--- config.mk ---
export PLATFORM = sky130hd
export DESIGN_NAME = alpha_sched_flat
export DESIGN_NICKNAME = d
export VERILOG_FILES = /design/src/rtl/alpha_sched_if.sv /design/src/rtl/alpha_sched.sv /design/src/flat_wrapper.sv
export SDC_FILE = /design/constraint.sdc
export NUM_CORES = 1
export LEC_CHECK = 0
export ABC_AREA = 1
export BUFFER_PORTS_ARGS = -buffer_cell sky130_fd_sc_hd__buf_2
export CAP_MARGIN = 20
export CORE_AREA = 2 2 78 80
export CTS_BUF_LIST = sky130_fd_sc_hd__clkbuf_4 sky130_fd_sc_hd__clkbuf_8 sky130_fd_sc_hd__clkbuf_16
export DETAILED_ROUTE_END_ITERATION = 6
export DIE_AREA = 0 0 80 82
export GPL_ROUTABILITY_DRIVEN = 1
export PLACE_DENSITY = 0.75
export RECOVER_POWER = 25
export SLEW_MARGIN = 20
export SYNTH_ARGS = -nofsm -noshare
export SYNTH_HDL_FRONTEND = slang
export SYNTH_SLANG_ARGS = --single-unit
--- constraint.sdc ---
create_clock -name clk -period 4.04 [get_ports clk]
set_clock_uncertainty 0.2 [all_clocks]
set_input_delay 0.404 -clock clk [delete_from_list [all_inputs] [get_ports clk]]
set_output_delay 0.404 -clock clk [all_outputs]
set_load 0.005 [all_outputs]
--- src/rtl/alpha_sched_if.sv ---
// Alpha (LLR) layer memory read/write port plus PE op select.
// The sequencer drives it as master; the memory/PE array side is the slave.
interface alpha_sched_if;
    logic       r_en;
    logic [4:0] layer_r;
    logic [5:0] cntb;
    logic       w_en;
    logic [4:0] layer_w;
    logic [6:0] cnta;
    logic       pe_op;

    modport master (
        output r_en, layer_r, cntb, w_en, layer_w, cnta, pe_op
    );
    modport slave (
        input  r_en, layer_r, cntb, w_en, layer_w, cnta, pe_op
    );
endinterface

--- src/rtl/alpha_sched.sv ---
// SCAN decoder alpha-memory access sequencer: chunked reads of one layer,
// PE op select, and latency-matched writes into the layer below.
module alpha_sched #(
    parameter int N      = 1024,
    parameter int LOG_N  = 10,
    parameter int P      = 16,
    parameter int LOG_P  = 4,
    parameter int PE_LAT = 2
) (
    input  logic                 clk,
    input  logic                 rst,
    input  logic                 start,
    input  logic [4:0]           layer_top,
    input  logic [4:0]           layer_bot,
    input  logic                 op_first,
    alpha_sched_if.master        mem,
    output logic                 busy,
    output logic                 done,
    output logic                 err
);

    localparam int DEPTH = PE_LAT + 1;

    typedef enum logic [1:0] {IDLE, READ, DRAIN, FINISH} state_t;

    state_t     state, state_n;
    logic [4:0] cur, cur_n;
    logic [4:0] bot, bot_n;
    logic       cur_op, cur_op_n;
    logic [5:0] k, k_n;
    logic [5:0] last_k;
    logic       err_n;
    logic       err_q;
    logic       pe_op_q;
    logic       req_bad;
    logic       reading;
    logic       pipe_busy;
    int         sh;

    logic       vld_p   [DEPTH];
    logic [5:0] chunk_p [DEPTH];
    logic [4:0] layer_p [DEPTH];

    // Last chunk index of the current layer: 2^(cur-1-LOG_P) chunks, minimum one.
    always_comb begin
        sh     = int'(cur) - 1 - LOG_P;
        last_k = '0;
        if (sh > 0)
            last_k = 6'((1 << sh) - 1);
    end

    assign req_bad = (layer_top > 5'(LOG_N)) || (layer_top < 5'd2) ||
                     (layer_bot == 5'd0) || (layer_bot >= layer_top);

    // Writes still in flight that land after this cycle; the last stage is
    // the one on the bus now, so it does not hold off the next read.
    always_comb begin
        pipe_busy = 1'b0;
        for (int i = 0; i < PE_LAT; i++)
            pipe_busy = pipe_busy | vld_p[i];
    end

    always_ff @(posedge clk) begin
        if (rst)
            state <= IDLE;
        else
            state <= state_n;
    end

    always_comb begin
        state_n  = state;
        cur_n    = cur;
        bot_n    = bot;
        cur_op_n = cur_op;
        k_n      = k;
        err_n    = 1'b0;
        case (state)
            IDLE: begin
                if (start) begin
                    if (req_bad) begin
                        err_n = 1'b1;
                    end else begin
                        state_n  = READ;
                        cur_n    = layer_top;
                        bot_n    = layer_bot;
                        cur_op_n = op_first;
                        k_n      = '0;
                    end
                end
            end
            READ: begin
                if (k == last_k) begin
                    state_n = DRAIN;
                    k_n     = '0;
                end else begin
                    k_n = k + 6'd1;
                end
            end
            DRAIN: begin
                if (!pipe_busy) begin
                    if (cur - 5'd1 == bot) begin
                        state_n = FINISH;
                    end else begin
                        cur_n    = cur - 5'd1;
                        cur_op_n = 1'b0;
                        state_n  = READ;
                    end
                end
            end
            FINISH:  state_n = IDLE;
            default: state_n = IDLE;
        endcase
    end

    assign reading = (state == READ);

    always_ff @(posedge clk) begin
        if (rst) begin
            cur     <= '0;
            bot     <= '0;
            cur_op  <= 1'b0;
            k       <= '0;
            err_q   <= 1'b0;
            pe_op_q <= 1'b0;
            for (int i = 0; i < DEPTH; i++)
                vld_p[i] <= 1'b0;
        end else begin
            cur    <= cur_n;
            bot    <= bot_n;
            cur_op <= cur_op_n;
            k      <= k_n;
            err_q  <= err_n;
            if (reading)
                pe_op_q <= cur_op;
            vld_p[0] <= reading;
            for (int i = 1; i < DEPTH; i++)
                vld_p[i] <= vld_p[i-1];
        end
    end

    // Write pipeline payload: chunk and destination layer, qualified by vld_p.
    always_ff @(posedge clk) begin
        chunk_p[0] <= k;
        layer_p[0] <= cur - 5'd1;
        for (int i = 1; i < DEPTH; i++) begin
            chunk_p[i] <= chunk_p[i-1];
            layer_p[i] <= layer_p[i-1];
        end
    end

    always_comb begin
        mem.r_en    = reading;
        mem.layer_r = reading ? cur : 5'd0;
        mem.cntb    = reading ? k : 6'd0;
        mem.w_en    = vld_p[PE_LAT];
        mem.layer_w = vld_p[PE_LAT] ? layer_p[PE_LAT] : 5'd0;
        mem.cnta    = vld_p[PE_LAT] ? {1'b0, chunk_p[PE_LAT]} : 7'd0;
        mem.pe_op   = pe_op_q;
        busy        = (state == READ) || (state == DRAIN);
        done        = (state == FINISH);
        err         = err_q;
    end

endmodule

--- src/flat_wrapper.sv ---
// flat-port wrapper written by rule: the top's interface ports become plain ports
module alpha_sched_flat 
#(
    parameter int N      = 1024,
    parameter int LOG_N  = 10,
    parameter int P      = 16,
    parameter int LOG_P  = 4,
    parameter int PE_LAT = 2
)
  (clk, rst, start, layer_top, layer_bot, op_first, busy, done, err, mem_r_en, mem_layer_r, mem_cntb, mem_w_en, mem_layer_w, mem_cnta, mem_pe_op);
  alpha_sched_if mem_i ();
  input  logic clk;
  input  logic rst;
  input  logic start;
  input  logic [4:0] layer_top;
  input  logic [4:0] layer_bot;
  input  logic op_first;
  output logic busy;
  output logic done;
  output logic err;
  output wire logic [$bits(mem_i.r_en)-1:0] mem_r_en;
  output wire logic [$bits(mem_i.layer_r)-1:0] mem_layer_r;
  output wire logic [$bits(mem_i.cntb)-1:0] mem_cntb;
  output wire logic [$bits(mem_i.w_en)-1:0] mem_w_en;
  output wire logic [$bits(mem_i.layer_w)-1:0] mem_layer_w;
  output wire logic [$bits(mem_i.cnta)-1:0] mem_cnta;
  output wire logic [$bits(mem_i.pe_op)-1:0] mem_pe_op;
  assign mem_r_en = mem_i.r_en;
  assign mem_layer_r = mem_i.layer_r;
  assign mem_cntb = mem_i.cntb;
  assign mem_w_en = mem_i.w_en;
  assign mem_layer_w = mem_i.layer_w;
  assign mem_cnta = mem_i.cnta;
  assign mem_pe_op = mem_i.pe_op;
  alpha_sched #(.N(N), .LOG_N(LOG_N), .P(P), .LOG_P(LOG_P), .PE_LAT(PE_LAT)) u_core (.clk(clk), .rst(rst), .start(start), .layer_top(layer_top), .layer_bot(layer_bot), .op_first(op_first), .mem(mem_i), .busy(busy), .done(done), .err(err));
endmodule
# Word-level counts from Yosys, hierarchy flattened
# Memories as Yosys holds them, arrays and structs flattened.
# Cells that the tools add are included.
# word_totals
ff_bits,21
mem_bits_rw,36
input_bits,14
output_inout_bits,29
n_memories,3
# classes
add_sub_neg,5
magnitude_cmp,4
n_eq_ne,10
shifts,1
n_mux,32
n_bitwise,7
n_reduce_logical,13
# mem_list
name,depth,width,read_ports,rd_clocked_by_memory_dff,wr,line,source
u_core.chunk_p,3,6,3,0,3,alpha_sched.sv:41,logic [5:0] chunk_p [DEPTH];
u_core.layer_p,3,5,3,0,3,alpha_sched.sv:42,logic [4:0] layer_p [DEPTH];
u_core.vld_p,3,1,3,0,3,alpha_sched.sv:40,logic vld_p [DEPTH];
# op_table
cell,count
two-way mux 6 bit,6
"greater-than comparator 32 x 1 -> 1 bit, second input constant",1
"left shift 1 x 32 -> 6 bit, first input constant",1
"subtractor 32 x 4 -> 32 bit, second input constant",1
two-way mux 5 bit,6
case mux 6 bit (2 select lines),1
two-way mux 1 bit,11
two-way mux 2 bit,5
"inequality test 2 bit, second input constant",5
case mux 5 bit (2 select lines),1
case mux 2 bit (4 select lines),1
"adder 6 x 1 -> 6 bit, second input constant",1
== test 6 bit,1
AND reduction 3 bit,2
"subtractor 5 x 1 -> 6 bit, second input constant",1
"subtractor 6 x 2 -> 6 bit, second input constant",1
== test 5 bit,1
>= comparator 5 bit,1
"greater-than comparator 5 x 4 -> 1 bit, second input constant",1
logical NOT 5 bit,1
"less-than comparator 5 x 2 -> 1 bit, second input constant",1
AND reduction 5 bit,1
"subtractor 5 x 1 -> 5 bit, second input constant",1
"== test 2 bit, second input constant",2
other kinds (9),18

# Logic depth before layout (Yosys ltp)
# Gate-level depths: netlist (run 1).
# depth
depth_word,8
mapped_depth,28
ltp_nobuf,27

# Least setup slack after synthesis (run 1)
# No wires, ideal clock.
# synth_timing
path_type,reg-to-reg
from,register u_core.cur[0]
to,register u_core.k[3]
setup_ns,0.116
arrival_ns,3.530
setup_slack_ns,0.194
stages_incl_launch_ff,27
n_path_buf,1
synth_period_minus_slack_ns,3.846
cell_sequence,dfxtp_1 buf_2 inv_1 ha_1 xnor2_2 ha_1 nand3_1 ha_1 nor2_1 nand3b_1 nor2_1 nand2_4 nor2_8 nand3_1 ha_1 inv_1 nor2_1 nand2_1 nand3_1 nand2_1 nand2_1 nor2_2 nand2_2 nand2_4 nand2_4 nand2_4 nor2_2
# synth_lines
element,line,source
from (decl),alpha_sched.sv:27,"logic [4:0] cur, cur_n;"
from (signal assigned),alpha_sched.sv:128,cur <= cur_n;
to (signal assigned),alpha_sched.sv:131,k <= k_n;
to (decl),alpha_sched.sv:30,"logic [5:0] k, k_n;"

# Worst setup path after layout (run 1)
# layout_timing
from,register u_core.cur[1]
to,register u_core.k[4]
# layout_via
elab_chain_cells,8
# layout_rtl
element,line,source
subtractor 5 x 1 -> 6 bit (*),alpha_sched.sv:46,sh = int'(cur) - 1 - LOG_P;
subtractor 32 x 4 -> 32 bit (*),alpha_sched.sv:46,
"parallel branches: the longest is 2 deep, another holds greater-than comparator 32 x 1 -> 1 bit",-,
two-way mux 6 bit (*),alpha_sched.sv:48,if (sh > 0)
== test 6 bit (*),alpha_sched.sv:92,if (k == last_k) begin
two-way mux 6 bit (*),alpha_sched.sv:92,
case mux 6 bit (2 select lines) (*),alpha_sched.sv:77,case (state)
# Mark *: on every way between the ends.
# A chain may end at the register's enable or synchronous reset.

==> impl_metrics.py, run 1 <==
metrics = {
    "clock_network": {
        "postCtsResizedCells": 0,
        "ctsRootBufferMaster": "sky130_fd_sc_hd__clkbuf_8",
        "cts.clk_slew.worst_paths_ns": 0.06,
        "cts_buffers": 9,
        "clock_path_buffers": 2,
        "clkSinkCount": 57,
        "cts_tree": "yes",
        "hold_buffers": 0,
        "post-cts-setup-buffer-count": 0,
        "clk-insertion-delay-late_ns": 0.33,
        "cts_max_level": 3,
    },
    "synth": {
        "synth_seq_area_share_pct": 41.23,
        "synth-edff-count": 0,
        "yosys.area_share.simple_pct": 29.25,
        "post_synth_inst_count": 365,
        "syn_avg_cell_area_um2": 7.583,
        "synth-warning-count": 0,
        "synth-adder-area-share_pct": 8.137,
        "ys_top_cells_by_count": "sky130_fd_sc_hd__nand2_1, sky130_fd_sc_hd__inv_1, sky130_fd_sc_hd__dfxtp_1",
        "main_combinational_cell_family_by_area_after_synthesis": "simple AND/OR/NAND/NOR gates",
        "cell_with_the_most_instances_after_synthesis": "sky130_fd_sc_hd__nand2_1",
        "yosys.area_share.xor_xnor_pct": 2.170,
        "postSynthRegisterBits": 57,
        "synth_nets": 397,
        "ys.flop_type": "sky130_fd_sc_hd__dfxtp_1",
        "multiplexer_share_of_the_synthesized_area_pct": 0,
        "netlist.top_cell.by_area": "sky130_fd_sc_hd__dfxtp_1",
        "netlist_area_mm2": 0.002768,
        "yosys-top-cells-area": "sky130_fd_sc_hd__dfxtp_1, sky130_fd_sc_hd__nand2_1, sky130_fd_sc_hd__inv_1, sky130_fd_sc_hd__ha_1, sky130_fd_sc_hd__nand3_1",
        "yosysUniqueCellTypes": 35,
        "synth.top_cell.area_share_pct": 41.23,
        "postSynth.asyncResetShare_pct": 0,
        "synth_compound_gate_area_share_pct": 8.725,
    },
    "drt": {
        "drt-pass1-iter-count": 4,
        "detailedRoute.firstIterationViolations": 142,
        "finalWirelength_mm": 5.596,
        "antenna_violating_nets_post_route": 0,
        "route.detailed.vias_per_inst": 4.763,
        "drc": 0,
        "wire_per_inst_um": 11.33,
        "vias": 2353,
    },
    "timing": {
        "timing_max_transition_violations_final": 0,
        "fin_worst_hold_slack_ns": 0.1228,
        "setup_viol": 0,
        "fmaxAchievable_ghz": 0.2715,
        "max_slew.worst_pin.slew_ns": 0.6635,
        "number_of_failing_hold_endpoints_at_the_final_stage": 0,
        "post-route-period-util_pct": 91.17,
        "period_minus_slack_ns": 3.683,
        "timing.slew.headroom_pct": 55.77,
    },
    "power": {
        "ir_worst_vdd_mv": 0.3820,
        "leakagePower_nw": 1.717,
        "power_density_mw_per_mm2": 829.9,
    },
    "global_route": {
        "gr-total-overflow": 0,
        "grt_antenna_before_repair": 0,
        "maximum_number_of_pins_on_one_net_before_global_route_repair": 16,
        "vias_in_the_first_global_route": 2182,
        "gr-usage-all-layers_pct": 18.28,
        "grt_pass1_wl_mm": 9.156,
    },
    "final_layout": {
        "final_net_count": 446,
        "n_antenna_cell": 0,
        "filler_cell_count": 548,
        "design_area_mm2": 0.003304,
        "post_route_cells_drive_above_1_share_pct": 23.63,
        "syn_to_final_growth_pct": 19.39,
    },
    "critical_path": {
        "arrival_ns": 3.71,
        "worst_path_most_repeated_cell": "sky130_fd_sc_hd__nand2_4",
        "critical_path.slowest_cell": "sky130_fd_sc_hd__dfxtp_2",
        "timing.critical_path.to_type": "register",
        "critPathRequiredTime_ns": 4.07,
        "setup.worst_path.class": "register to register",
        "timing.critical_path.slowest_cell_delay_ns": 0.38,
        "worst_setup_path_start_kind": "register",
        "crit_buf_inv": 2,
        "crit_path_max_fanout": 10,
        "path_delay_family": "simple AND/OR/NAND/NOR gates",
    },
    "status": {
        "outcome": "complete, no violations",
    },
    "worst_hold_path": {
        "hold_path.class": "register to register",
    },
    "place": {
        "io_buffers": 41,
        "place_hpwl_mm": 4.173,
        "gp_congestion": 0.8333,
        "dpl-instance-area_mm2": 0.003062,
    },
    "floorplanning": {
        "pin_count": 43,
        "die_extent_in_x_um": 80,
        "die_height_um": 82,
        "starting_density_of_the_core_pct": 48.17,
        "die-area_mm2": 0.006560,
        "core_area_mm2": 0.005746,
        "rows": 28,
    },
    "run": {
        "drv_cap": 0,
    },
}
==> area by class of cell <==
cell class | instances | area, µm² | share of cell area, %
Tap cell | 75 | 93.84 | 2.840
Clock buffer | 11 | 151.4 | 4.582
Inverter | 69 | 259.0 | 7.838
Multi-Input combinational cell | 233 | 1353 | 40.93
Timing Repair Buffer | 44 | 227.7 | 6.891
Clock inverter | 5 | 77.57 | 2.348
Sequential cell | 57 | 1142 | 34.57
==> layer usage <==
layer	global-route usage, %	up-vias	routed length, µm
li1	-	1231	-
met2	33.42	83	2707
met4	10.17	0	159
met5	0	-	0
met1	19.46	1026	2413
met3	4.066	13	316
==> cell usage in the layout, fill, tap and decap left out, drive strengths merged <==
master and n:
a21boi 3, a21oi 14, a221oi 1, buf 44, bufinv 2, clkbuf 11
clkinv 3, clkinvlp 1, conb 1, dfxtp 57, ha 18, inv 68
nand2 90, nand3 28, nand3b 1, nand4 7, nor2 39, nor3 5
o211ai 1, o21ai 17, o221ai 1, o311ai 1, xnor2 1, xor2 5
==> final timing paths <==
| check | startpoint | endpoint | slack, ns | depth (start not counted) |
|---|---|---|---|---|
| hold / removal | u_core.chunk_p[0][8] | u_core.chunk_p[0][14] | 0.12 | 0 |
| hold reg to reg | u_core.chunk_p[0][8] | u_core.chunk_p[0][14] | 0.12 | 0 |
| setup reg to reg | u_core.cur[1] | u_core.k[4] | 0.36 | 25 |
| setup / recovery | u_core.cur[1] | u_core.k[4] | 0.36 | 25 |
==> per-stage QoR <==
stage / setup TNS (ns) / std cells / utilization (%) / power [mW] / setup slack [ns]
after floorplan: 0 / 365 / - / 1.796 / 0.1940
after global placement: 0 / 478 / 53.29 / 2.058 / 0.3738
after detailed placement: 0 / 478 / 53.29 / 2.109 / 0.2106
after CTS: 0 / 494 / 57.27 / 2.714 / 0.2001
after global routing: -0.01334 / 494 / 57.51 / 2.952 / -0.01334
final: 0 / 494 / 57.51 / 2.742 / 0.3568
==> cell families (layout without fill, tap and decap cells) <==
family / after synthesis / after routing
buffers and inverters: 75 / 129
XOR/XNOR: 6 / 6
flip-flops: 57 / 57
AND/OR/NAND/NOR: 170 / 170
other: 1 / 1
AO/OA/AOI/OAI: 38 / 38
adder cells (fa/ha/maj): 18 / 18
==> registers in the layout, summed over array words and instances (netlist names), 2 cells and up <==
| name | count |
|---|---|
| u_core.chunk_p | 18 |
| u_core.layer_p | 15 |
| u_core.cur | 5 |
| u_core.k | 6 |
| u_core.state | 2 |
| u_core.bot | 5 |
| u_core.vld_p | 3 |
==> power by group <==
part | internal [mW] | switching (mW) | total, mW | leakage, nW
Combinational | 0.501 | 0.869 | 1.37 | 1.14
Clock | 0.378 | 0.222 | 0.600 | 0.115
Sequential | 0.699 | 0.0726 | 0.772 | 0.467
Total | 1.58 | 1.16 | 2.74 | 1.72
Power figures use the tool's default switching activity.
==> run 2: changes to the inputs <==
--- a/config.mk
+++ b/config.mk
@@ -6,7 +6,7 @@
 export NUM_CORES = 1
 export LEC_CHECK = 0
 export ABC_AREA = 1
-export BUFFER_PORTS_ARGS = -buffer_cell sky130_fd_sc_hd__buf_2
+export BUFFER_PORTS_ARGS = -buffer_cell sky130_fd_sc_hd__buf_4
 export CAP_MARGIN = 20
 export CORE_AREA = 2 2 78 80
 export CTS_BUF_LIST = sky130_fd_sc_hd__clkbuf_4 sky130_fd_sc_hd__clkbuf_8 sky130_fd_sc_hd__clkbuf_16
@@ -15,7 +15,7 @@
 export GPL_ROUTABILITY_DRIVEN = 1
 export PLACE_DENSITY = 0.75
 export RECOVER_POWER = 25
-export SLEW_MARGIN = 20
+export SLEW_MARGIN = 40
 export SYNTH_ARGS = -nofsm -noshare
 export SYNTH_HDL_FRONTEND = slang
 export SYNTH_SLANG_ARGS = --single-unit
==> run 2 against run 1 <==
- via count fell by 0.68%
- global-route usage shrank 0.44 points
- setup slack worse by 0.0089 ns
- worst hold slack worse by 0.036 ns
- sequential power about the same
- sequential share of layout area fell by 0.44 points
- critical path depth grew 2
- first-iteration DRC count up 3.5%
- maximum frequency is 0.24% lower
- power decreased by 6.3%
- sequential cell count unchanged
- register-to-register slack about the same
==> impl_metrics.py, run 2 (same netlist as run 1, synthesis figures left out) <==
metrics = {
    "drt": {
        "detailedRoute.firstIterationViolations": 147,
        "vias": 2337,
        "drt-pass1-iter-count": 7,
        "finalWirelength_mm": 5.305,
        "antenna_violating_nets_post_route": 0,
        "drc": 0,
        "wire_per_inst_um": 10.74,
        "route.detailed.vias_per_inst": 4.731,
    },
    "critical_path": {
        "critPathRequiredTime_ns": 4.07,
        "crit_path_max_fanout": 10,
        "arrival_ns": 3.72,
        "crit_start": "u_core.cur[2]",
        "timing.critical_path.to_type": "register",
        "crit-reg2reg-launch": "u_core.cur[2]",
        "setup.worst_path.class": "register to register",
        "worst_setup_path_start_kind": "register",
    },
    "global_route": {
        "gr-total-overflow": 0,
        "grt_pass1_wl_mm": 8.963,
        "vias_in_the_first_global_route": 2127,
        "gr-usage-all-layers_pct": 17.84,
        "maximum_number_of_pins_on_one_net_before_global_route_repair": 16,
        "grt_antenna_before_repair": 0,
    },
    "timing": {
        "post-route-period-util_pct": 91.39,
        "max_slew.worst_pin.slew_ns": 0.6648,
        "fmaxAchievable_ghz": 0.2709,
        "number_of_failing_hold_endpoints_at_the_final_stage": 0,
        "timing_max_transition_violations_final": 0,
        "setup_viol": 0,
        "timing.slew.headroom_pct": 55.68,
        "setup_total_negative_slack_ns": 0,
        "period_minus_slack_ns": 3.692,
        "grt_setup_unrepaired": "no",
    },
    "place": {
        "place_hpwl_mm": 4.112,
        "io_buffers": 41,
        "gp_congestion": 0.8289,
    },
    "clock_network": {
        "clk-insertion-delay-late_ns": 0.34,
        "cts_max_level": 3,
        "cts_tree": "yes",
        "cts.clk_slew.worst_paths_ns": 0.07,
        "cts_buffers": 9,
        "post-cts-setup-buffer-count": 0,
        "ctsRootBufferMaster": "sky130_fd_sc_hd__clkbuf_8",
        "clkSinkCount": 57,
        "clock_path_buffers": 2,
    },
    "status": {
        "outcome": "complete, no violations",
    },
    "final_layout": {
        "top_regs": "u_core.chunk_p: 18 flops, u_core.layer_p: 15 flops, u_core.k: 6 flops",
        "final_common_cell": "sky130_fd_sc_hd__nand2_1",
        "n_antenna_cell": 0,
        "layout_common_cells": "sky130_fd_sc_hd__nand2_1, sky130_fd_sc_hd__inv_1, sky130_fd_sc_hd__dfxtp_1, sky130_fd_sc_hd__buf_4, sky130_fd_sc_hd__nor2_1",
        "syn_to_final_growth_pct": 20.80,
        "postLayoutCoreUtil_pct": 58.19,
        "max_flop_register": "u_core.chunk_p",
        "post_route_cells_drive_above_1_share_pct": 22.67,
        "final_net_count": 446,
        "filler_cell_count": 556,
        "largest_register_ffs": 18,
    },
    "power": {
        "power_density_mw_per_mm2": 768.8,
        "ir_worst_vdd_mv": 0.3279,
        "leakagePower_nw": 1.700,
    },
    "floorplanning": {
        "starting_density_of_the_core_pct": 48.17,
        "pin_count": 43,
        "rows": 28,
        "die_extent_in_x_um": 80,
        "die_height_um": 82,
        "die-area_mm2": 0.006560,
        "core_area_mm2": 0.005746,
    },
    "worst_hold_path": {
        "hold_path.class": "primary input to register",
        "worst_min_path_start": "rst",
    },
    "run": {
        "drv_cap": 0,
    },
}
==> run 2: cell count changes in the layout (fill, tap and decap cells not counted), sizes merged <==
cell and change:
bufinv -2, clkbuf -2, clkinv +3, clkinvlp +1
==> run 2: power breakdown <==
group / internal, mW / leakage (nW) / switching (mW)
Clock: 0.220 / 0.0850 / 0.229
Sequential: 0.698 / 0.466 / 0.0736
Combinational: 0.510 / 1.15 / 0.840
==> run 2: per-stage QoR <==
stage / area, µm² / total power [mW] / hold slack [ns] / setup WS (ns) / std cells
after detailed placement: 3164 / 2.108 / 0.1121 / 0.2464 / 478
after floorplan: 2768 / 1.796 / 0.1096 / 0.1940 / 365
after CTS: 3336 / 2.568 / 0.06363 / 0.2099 / 494
after global placement: 3164 / 2.077 / 0.1098 / 0.3790 / 478
after global routing: 3343 / 2.789 / 0.08299 / 0.02113 / 494
final: 3343 / 2.570 / 0.08657 / 0.3480 / 494
==> run 2: final timing paths <==
check	endpoint	slack, ns	cells after the start
min reg2reg	u_core.chunk_p[0][17]	0.12	0
max reg2reg	u_core.k[3]	0.35	27
max	u_core.k[3]	0.35	27
min	u_core.vld_p[0][1]	0.09	2
==> run 2: routing by layer <==
metal	GRT usage, %	up-vias	routed length [µm]
met4	8.983	0	108
li1	-	1237	-
met2	31.67	56	2589
met1	19.47	1036	2349
met5	0	-	0
met3	5.055	8	257
==> run 2: area by class of cell <==
type	instances	area, µm²	area share (%)
Multi-Input combinational cell	233	1348	40.31
Sequential cell	57	1141	34.13
Timing Repair Buffer	44	330.3	9.880
Inverter	69	259.0	7.747
Clock buffer	9	123.9	3.705
Tap cell	75	93.84	2.807
Clock inverter	7	47.55	1.422
==> run 2: critical path: stages (launching register included) <==
cell and delay [ns]:
sky130_fd_sc_hd__dfxtp_1 0.38, sky130_fd_sc_hd__nor2_2 0.14, sky130_fd_sc_hd__nand2_1 0.06, sky130_fd_sc_hd__nand2_1 0.05
sky130_fd_sc_hd__nand2_1 0.09, sky130_fd_sc_hd__inv_1 0.14, sky130_fd_sc_hd__ha_1 0.24, sky130_fd_sc_hd__nand3_1 0.10
sky130_fd_sc_hd__ha_1 0.27, sky130_fd_sc_hd__nor2_1 0.09, sky130_fd_sc_hd__nand3b_1 0.09, sky130_fd_sc_hd__nor2_2 0.15
sky130_fd_sc_hd__nand2_4 0.08, sky130_fd_sc_hd__nor2_8 0.16, sky130_fd_sc_hd__nand3_1 0.15, sky130_fd_sc_hd__ha_1 0.28
sky130_fd_sc_hd__inv_1 0.10, sky130_fd_sc_hd__nor2_1 0.05, sky130_fd_sc_hd__nand2_1 0.07, sky130_fd_sc_hd__nand3_1 0.06
sky130_fd_sc_hd__nand2_1 0.06, sky130_fd_sc_hd__nand2_1 0.06, sky130_fd_sc_hd__nor2_2 0.09, sky130_fd_sc_hd__nand2_2 0.07
sky130_fd_sc_hd__nand2_4 0.09, sky130_fd_sc_hd__nand2_4 0.06, sky130_fd_sc_hd__nand2_4 0.12, sky130_fd_sc_hd__nor2_2 0.04
==> run 2: timing repair <==
| action | 4_1_cts | 5_1_grt |
|---|---|---|
| endpoints found under the setup margin | 0 | 8 |
| resized for setup | 0 | 4 |
| hold buffers | 0 | 0 |
